## src/rtl/instr_fetch_reg.sv

```systemverilog
// Instruction fetch + instruction register: req/ack fetch of the word at PC, IR decode to fields/immediates.
// Optional build macro FETCH_TIMEOUT_EN aborts a fetch that waits too long for mem_ack.
module instr_fetch_reg #(
    parameter int          TIMEOUT_CYCLES = 16,
    parameter logic [31:0] NOP_INSTR      = 32'h00000013
) (
    input  logic        clk,
    input  logic        reset,
    input  logic        fetch_en,
    input  logic [63:0] pc,
    output logic        mem_req,
    output logic [63:0] mem_addr,
    input  logic        mem_ack,
    input  logic [31:0] mem_rdata,
    output logic        instr_valid,
    output logic        fetch_err,
    output logic [6:0]  opcode,
    output logic [2:0]  funct3,
    output logic [6:0]  funct7,
    output logic [4:0]  rd,
    output logic [4:0]  rs1,
    output logic [4:0]  rs2,
    output logic [63:0] imm_pc,
    output logic [63:0] imm_alu
);

    typedef enum logic [1:0] {
        IDLE  = 2'd0,
        REQ   = 2'd1,
        VALID = 2'd2,
        ERR   = 2'd3
    } state_t;

    localparam logic [6:0] OP_JAL    = 7'b1101111;
    localparam logic [6:0] OP_BRANCH = 7'b1100011;
    localparam logic [6:0] OP_JALR   = 7'b1100111;
    localparam logic [6:0] OP_IMM    = 7'b0010011;
    localparam logic [6:0] OP_LOAD   = 7'b0000011;
    localparam logic [6:0] OP_STORE  = 7'b0100011;
    localparam logic [6:0] OP_LUI    = 7'b0110111;
    localparam logic [6:0] OP_AUIPC  = 7'b0010111;

    state_t      r_state;
    state_t      w_stateNext;
    logic        r_memReq;
    logic        w_memReqNext;
    logic [63:0] r_memAddr;
    logic [63:0] w_memAddrNext;
    logic [31:0] r_ir;
    logic [31:0] w_irNext;
    logic        r_instrValid;
    logic        w_instrValidNext;
    logic        r_fetchErr;
    logic        w_fetchErrNext;

`ifdef FETCH_TIMEOUT_EN
    localparam int CNT_W = (TIMEOUT_CYCLES > 2) ? $clog2(TIMEOUT_CYCLES) : 1;
    localparam logic [CNT_W-1:0] CNT_LAST = CNT_W'(TIMEOUT_CYCLES - 1);

    logic [CNT_W-1:0] r_toCount;
    logic [CNT_W-1:0] w_toCountNext;
    logic             w_timeout;

    assign w_timeout = (r_toCount == CNT_LAST);
`endif

    always_ff @(posedge clk) begin
        if (reset) begin
            r_state      <= IDLE;
            r_memReq     <= 1'b0;
            r_memAddr    <= 64'd0;
            r_ir         <= NOP_INSTR;
            r_instrValid <= 1'b0;
            r_fetchErr   <= 1'b0;
`ifdef FETCH_TIMEOUT_EN
            r_toCount    <= '0;
`endif
        end else begin
            r_state      <= w_stateNext;
            r_memReq     <= w_memReqNext;
            r_memAddr    <= w_memAddrNext;
            r_ir         <= w_irNext;
            r_instrValid <= w_instrValidNext;
            r_fetchErr   <= w_fetchErrNext;
`ifdef FETCH_TIMEOUT_EN
            r_toCount    <= w_toCountNext;
`endif
        end
    end

    // Every registered output is computed here as a next value; fetch_en is only honoured outside REQ.
    always_comb begin
        w_stateNext      = r_state;
        w_memReqNext     = r_memReq;
        w_memAddrNext    = r_memAddr;
        w_irNext         = r_ir;
        w_instrValidNext = r_instrValid;
        w_fetchErrNext   = r_fetchErr;
`ifdef FETCH_TIMEOUT_EN
        w_toCountNext    = r_toCount;
`endif
        case (r_state)
            IDLE, VALID, ERR: begin
                if (fetch_en) begin
                    w_instrValidNext = 1'b0;
                    if (pc[1:0] == 2'b00) begin
                        w_stateNext    = REQ;
                        w_memAddrNext  = pc;
                        w_memReqNext   = 1'b1;
                        w_fetchErrNext = 1'b0;
`ifdef FETCH_TIMEOUT_EN
                        w_toCountNext  = '0;
`endif
                    end else begin
                        w_stateNext    = ERR;
                        w_memReqNext   = 1'b0;
                        w_fetchErrNext = 1'b1;
                    end
                end
            end
            REQ: begin
                if (mem_ack) begin
                    w_stateNext      = VALID;
                    w_irNext         = mem_rdata;
                    w_memReqNext     = 1'b0;
                    w_instrValidNext = 1'b1;
                end
`ifdef FETCH_TIMEOUT_EN
                else if (w_timeout) begin
                    w_stateNext      = ERR;
                    w_memReqNext     = 1'b0;
                    w_fetchErrNext   = 1'b1;
                    w_instrValidNext = 1'b0;
                end else begin
                    w_toCountNext = r_toCount + 1'b1;
                end
`endif
            end
            default: begin
                w_stateNext = IDLE;
            end
        endcase
    end

    assign mem_req     = r_memReq;
    assign mem_addr    = r_memAddr;
    assign instr_valid = r_instrValid;
    assign fetch_err   = r_fetchErr;

    assign opcode = r_ir[6:0];
    assign rd     = r_ir[11:7];
    assign funct3 = r_ir[14:12];
    assign rs1    = r_ir[19:15];
    assign rs2    = r_ir[24:20];
    assign funct7 = r_ir[31:25];

    logic [63:0] w_immI;
    logic [63:0] w_immS;
    logic [63:0] w_immB;
    logic [63:0] w_immJ;
    logic [63:0] w_immU;

    assign w_immI = {{52{r_ir[31]}}, r_ir[31:20]};
    assign w_immS = {{52{r_ir[31]}}, r_ir[31:25], r_ir[11:7]};
    assign w_immB = {{51{r_ir[31]}}, r_ir[31], r_ir[7], r_ir[30:25], r_ir[11:8], 1'b0};
    assign w_immJ = {{43{r_ir[31]}}, r_ir[31], r_ir[19:12], r_ir[20], r_ir[30:21], 1'b0};
    assign w_immU = {{32{r_ir[31]}}, r_ir[31:12], 12'd0};

    // Control-flow immediates go to the UC, operand immediates to the datapath.
    always_comb begin
        imm_pc  = 64'd0;
        imm_alu = 64'd0;
        case (r_ir[6:0])
            OP_JAL:    imm_pc = w_immJ;
            OP_BRANCH: imm_pc = w_immB;
            OP_JALR:   imm_pc = w_immI;
            default:   imm_pc = 64'd0;
        endcase
        case (r_ir[6:0])
            OP_IMM, OP_LOAD, OP_JALR: imm_alu = w_immI;
            OP_STORE:                 imm_alu = w_immS;
            OP_LUI, OP_AUIPC:         imm_alu = w_immU;
            default:                  imm_alu = 64'd0;
        endcase
    end

endmodule
```

## config.mk

```make
export PLATFORM = sky130hd
export DESIGN_NAME = instr_fetch_reg
export DESIGN_NICKNAME = d
export VERILOG_FILES = /design/src/rtl/instr_fetch_reg.sv
export SDC_FILE = /design/constraint.sdc
export NUM_CORES = 1
export LEC_CHECK = 0
export CAP_MARGIN = 5
export CORE_MARGIN = 5
export CORE_UTILIZATION = 34
export DETAILED_ROUTE_END_ITERATION = 8
export PLACE_DENSITY = 0.87
export SLEW_MARGIN = 20
export SYNTH_ARGS = -nofsm -noshare
export SYNTH_HDL_FRONTEND = slang
export SYNTH_SLANG_ARGS = --single-unit
```

## constraint.sdc

```tcl
create_clock -name clk -period 4.1 [get_ports clk]
set_input_delay 0.82 -clock clk [delete_from_list [all_inputs] [get_ports clk]]
set_output_delay 0.82 -clock clk [all_outputs]
set_load 0.02 [all_outputs]
```

# After elaboration in Yosys (flattened, before gate mapping)

Cells that the tools add are included.

Multipliers: 0
$lt $le $gt $ge: 0
Divide/modulo/power cells: 0
Shift-type cells: 0
Add/sub/neg operators: 0
Multiplexer cells: 14
Equal/unequal tests: 13
Reductions and logical operators: 9
Bitwise operators: 0

Operators by type and width:

| cell                                                             | count |
|---|---|
| 64-bit one-hot mux with 3 select lines                           | 2 |
| 7-bit == test (second input constant)                            | 3 |
| 7-bit by 5-bit == test with 1-bit output (second input constant) | 2 |
| 7-bit by 6-bit == test with 1-bit output (second input constant) | 2 |
| 7-bit by 2-bit == test with 1-bit output (second input constant) | 1 |
| 1-bit 2-to-1 mux                                                 | 6 |
| 2-bit 2-to-1 mux                                                 | 3 |
| 2-bit AND reduction                                              | 3 |
| 3-bit OR reduction                                               | 2 |
| 2-bit == test (second input constant)                            | 2 |
| 2-bit zero test                                                  | 2 |
| 2-bit inequality test (second input constant)                    | 2 |
| 1-bit one-hot mux with 2 select lines                            | 2 |
| 2-bit one-hot mux with 2 select lines                            | 1 |
| 3-bit AND reduction                                              | 1 |
| 2-bit by 1-bit == test with 1-bit output (second input constant) | 1 |
| 2-bit OR reduction                                               | 1 |

Flip-flop bits (word level): 101
Word-level logic and storage cells: 42
ROM bits: 0
Input bits: 100
Bits in writable memories: 0
Output and inout bits: 227
Memories kept: 0
Bits in latches: 0

# Depth between registers and ports, before layout

Depth after elaboration: 4
Depth in mapped cells: 6
Mapped depth without buffers: 3

# Worst setup path after synthesis

Ideal clock, no wire load.

Path type: flip-flop to output port
From: register r_ir[6]
To: output port imm_pc[21]
Arrival: 4210 ps
Buffers on the path: 2
Setup slack: -930 ps
Stages on the path, launching flop included: 6
Required time: 3280 ps
Path through: dfxtp_1 > nand3b_1 > or2_1 > clkbuf_1 > nor3_1 > buf_4

Cells in the longest elaborated chain, start to end: 2
Elaborated cells on any way between the ends: 4
Those cells by class: eq/ne: 3; mux: 1

Ends and longest elaborated chain:

| what                                       | line | source |
|---|---|---|
| start: declaration                         | 49   | `logic [31:0] r_ir;` |
| start signal: assignment                   | 82   | `r_ir <= w_irNext;` |
| 7-bit == test                              | 173  | `case (r_ir[6:0])` |
| 64-bit one-hot mux with 3 select lines (*) | 173  |  |
| end: declaration                           | 23   | `output logic [63:0] imm_pc,` |

Mark *: on every way between the ends. The rest lies on a longest branch, timed or not.

# Worst setup path after layout

From: register r_ir[2]
To: output port imm_alu[49]

Cells in the longest elaborated chain, start to end: 3
Elaborated cells on any way between the ends: 9
Those cells by class: eq/ne: 6; mux: 1; reduce/logical: 2

Ends and longest elaborated chain:

| what                                                             | line | source |
|---|---|---|
| 7-bit by 5-bit == test with 1-bit output (tied with other cells) | 179  | `case (r_ir[6:0])` |
| 3-bit OR reduction or 2-bit OR reduction (tied branches)         | 179  |  |
| 64-bit one-hot mux with 3 select lines (*)                       | 179  |  |
| end: declaration                                                 | 24   | `output logic [63:0] imm_alu` |

Marked as above.

==> summary.txt <==
Power and ir drop
  – Psw: 652 µW
  – Reg power frac: 43.7%
  – Leak pwr: 0.00314 µW
  – Peak supply drop: 207 µV
  – Switching Share: 27.1%
  – Clk network pwr share: 37.3%
  – Internal power: ~1800 µW
  – Combinational cell fraction of total power: 19.0%
  – Pwr Density: 284 mW/mm²

STA
  – WHS: ~0.48 ns
  – Slew margin rel.: 47.5%
  – Min Tclk post-route: approximately 3.8 ns
  – Worst Skew: 0.00885 ns
  – Worst-margin pin slew: just under 0.8 ns
  – Fin. Hold Viols: 0
  – Setup violators final: 0
  – Fmax: 266 MHz
  – RSZ-0062 raised after global routing: no
  – Final Max Slew Viols: 0
  – Final period util: 91.7%
  – Sum Neg Setup Slack: 0 ns

Route
  – Number of nets with antenna violations after routing: 0
  – Residual DRC count: 0
  – Initial DRC Count: 197
  – Routed wire per std cell: approximately 16 µm
  – DRT Pass-1 Iters: 4
  – Final wirelength: 16.4 mm
  – Vias: 4,756
  – Vias per cell: approximately 4.6

Logic synthesis
  – Synth top area cells: dfxtp_1 38%, nand2b_1 15%, mux2i_1 12%
  – Mapped Area: 0.00530 mm²
  – Async SR Flop Fraction: 0%
  – Seq/Total Area, Yosys: 38.2%
  – Post-synth top flop: dfxtp_1
  – Post-synth EDFFs: 0
  – Top-area cell type share of the netlist area: 38.2%
  – Synth Warn #: 0
  – Distinct cells, synth: 35
  – Syn Area/Cell: around 8.9 µm²
  – Mapped Nets: approximately 700
  – Post-synthesis cell count: 597
  – Post-synth top area cell: dfxtp_1
  – FF+latch count, synth: 101

Clocking
  – Clock latency on the worst-skew pair: between 0.3 and 0.4 ns
  – CTS Sinks: 101
  – Worst-case clock buffer depth: 2
  – H-Tree Depth: 3
  – # resized after CTS: 0
  – Root Driver: clkbuf_16
  – Post-CTS Setup Bufs: 0
  – Num CTS Buffers: 9
  – Register clock-pin slew on the reported worst setup and hold paths: 0.07 ns
  – CTS tree: built
  – CTS hold repair buffers: 0

Cells and area
  – Share of layout cells above drive strength 1: 4.21%
  – Area Growth Syn to Fin: 59.5%
  – Finished Cell Area: 0.00845 mm²
  – Final net count: 927
  – Diodes inserted: 0
  – Fillers: 1,367

Critical path
  – Worst R2R Start: r_state[1]$_SDFFE_PP0P_
  – FF-to-FF path depth: 4
  – R2R setup slack: 2.43 ns
  – Setup crit end kind: primary output
  – CP max FO: 33
  – WP data arrival: 2.94 ns
  – CP Launch Type: flop
  – Required @ worst endpoint: 3.28 ns
  – Setup CP Type: flop to primary output
  – R2r endpoint: mem_addr[7]$_SDFFE_PP0P_

Floorplanning
  – Core area: about 0.015 mm²
  – Die height: around 130 µm
  – Die area: 0.0182 mm²
  – Top-Level Pins: around 330
  – Initial core utilization: 34.7%
  – # rows: 45
  – Die X: between 100 and 150 µm

Place
  – Detailed placement HPWL: 12.6 mm
  – Placer congestion estimate: 0.786
  – Cell Area, Placed: 0.00815 mm²
  – Buffers on Ports: 326

GRT
  – GRT overflow: 0
  – Number of global-route vias before repair: 4,605
  – Largest net degree at the start of global routing: 148
  – Initial antenna violation count: 1
  – Total Routing Usage GR: 17.2%
  – Global-route wire length before repair: about 25 mm

Hold path
  – HP Start: mem_addr[63]$_SDFFE_PP0P_
  – Hold Path End: mem_addr[63]$_SDFFE_PP0P_
  – Hold Path Stages: 2
  – Worst min path class: flop to flop

Status
  – Status: finished clean

Run
  – # Max-Cap Violations: 0
## power groups by stage
| stage | Clock, µW | Sequential, µW | Combinational [µW] |
|---|---|---|---|
| 2_1_floorplan | 0 | 1110 | 196 |
| 6_report | 896 | 1050 | 457 |
| 3_5_place_dp | 0 | 1070 | 461 |
| 3_3_place_gp | 0 | 1070 | 456 |
| 4_1_cts | 921 | 1050 | 463 |
| 5_1_grt | 956 | 1060 | 489 |
## through the flow
| stage | std cells | util [%] | setup slack, ns | power, µW |
|---|---|---|---|---|
| floorplan | 597 | - | 0.284 | 1300 |
| global placement | 1027 | 53.4 | 0.769 | 1530 |
| detailed placement | 1027 | 53.4 | 0.670 | 1530 |
| CTS | 1042 | 55.4 | 0.292 | 2430 |
| global route | 1042 | 55.4 | 0.0816 | 2500 |
| finish | 1042 | 55.4 | 0.338 | 2400 |
## placed cells by master, fill, tap and decap left out, types with 4 or more instances in the layout
| cell | instances |
|---|---|
| clkdlybuf4s50_1 | 325 |
| nand2b_1 | 126 |
| dfxtp_1 | 101 |
| nand2_1 | 67 |
| mux2i_1 | 62 |
| a21oi_1 | 33 |
| a21o_1 | 28 |
| and2_1 | 12 |
| clkbuf_16 | 9 |
| nor2_1 | 8 |
| buf_4 | 6 |
| nand3b_1 | 5 |
| nor3_2 | 5 |
| a32o_1 | 5 |
| a22oi_1 | 4 |
## worst max-delay path, stage by stage, from the launching register on
cell and delay [ns]:
dfxtp_1 0.64, nand4b_1 0.27, a211oi_2 0.31, a21o_1 0.63, clkdlybuf4s50_1 0.76
## logic make-up (layout without fill, tap and decap cells)
kind of cell           count (synthesis)  count (layout)  synth area share (%)
buffers and inverters                117             351                  14.6
DFF                                  101             101                  38.2
muxes                                 62              62                  11.7
and+or+nand+nor                      239             239                  25.6
AOI/OAI and AO/OA                     78              78                  9.85
## routing by layer
metal  vias up  wire length, µm  global-route usage [%]
met1      2174             6210                    18.8
met4         2              307                    5.03
met2       221             8080                    30.4
li1       2338                -                       -
met3        21             1800                    7.12
met5         -               13                       0
## flip-flops by register name, summed over array words and instances (netlist names)
| name | flops |
|---|---|
| instr_valid | 1 |
| fetch_err | 1 |
| r_ir | 32 |
| mem_req | 1 |
| r_state | 2 |
| mem_addr | 64 |
## how the worst max path moves through the flow
stage,from,endpoint,slack [ns],cells past startpoint
after detailed placement,r_ir[2]$_SDFFE_PP0P_,imm_alu[50],0.67,4
after floorplan,r_ir[6]$_SDFFE_PP0P_,imm_pc[21],0.28,5
after global placement,r_ir[2]$_SDFFE_PP0P_,imm_alu[62],0.77,4
after global routing,r_ir[2]$_SDFFE_PP0P_,imm_alu[50],0.08,5
final,r_ir[2]$_SDFFE_PP0P_,imm_alu[49],0.34,4
after CTS,r_ir[2]$_SDFFE_PP0P_,imm_alu[50],0.29,4
## synthesized netlist by cell type, types with 5 or more instances
| library cell | instances |
|---|---|
| nor3_1 | 5 |
| a32o_1 | 5 |
| buf_2 | 14 |
| nor2_1 | 8 |
| a21o_1 | 28 |
| clkbuf_1 | 20 |
| a21oi_1 | 33 |
| buf_6 | 5 |
| mux2i_1 | 62 |
| and2_1 | 12 |
| dfxtp_1 | 101 |
| nand2b_1 | 126 |
| buf_4 | 75 |
| nand3b_1 | 5 |
| nand2_1 | 67 |
## final cells by class
cell class | count | area [µm²] | area share (%)
repair buffers | 333 | 3330 | 39.4
multi-input cells | 379 | 2520 | 29.8
flip-flops and latches | 101 | 2020 | 23.9
well taps | 211 | 264 | 3.12
clock buffers | 9 | 225 | 2.66
clock inverters | 6 | 78.8 | 0.933
inverters | 3 | 11.3 | 0.133
Power figures use the tool's default switching activity.
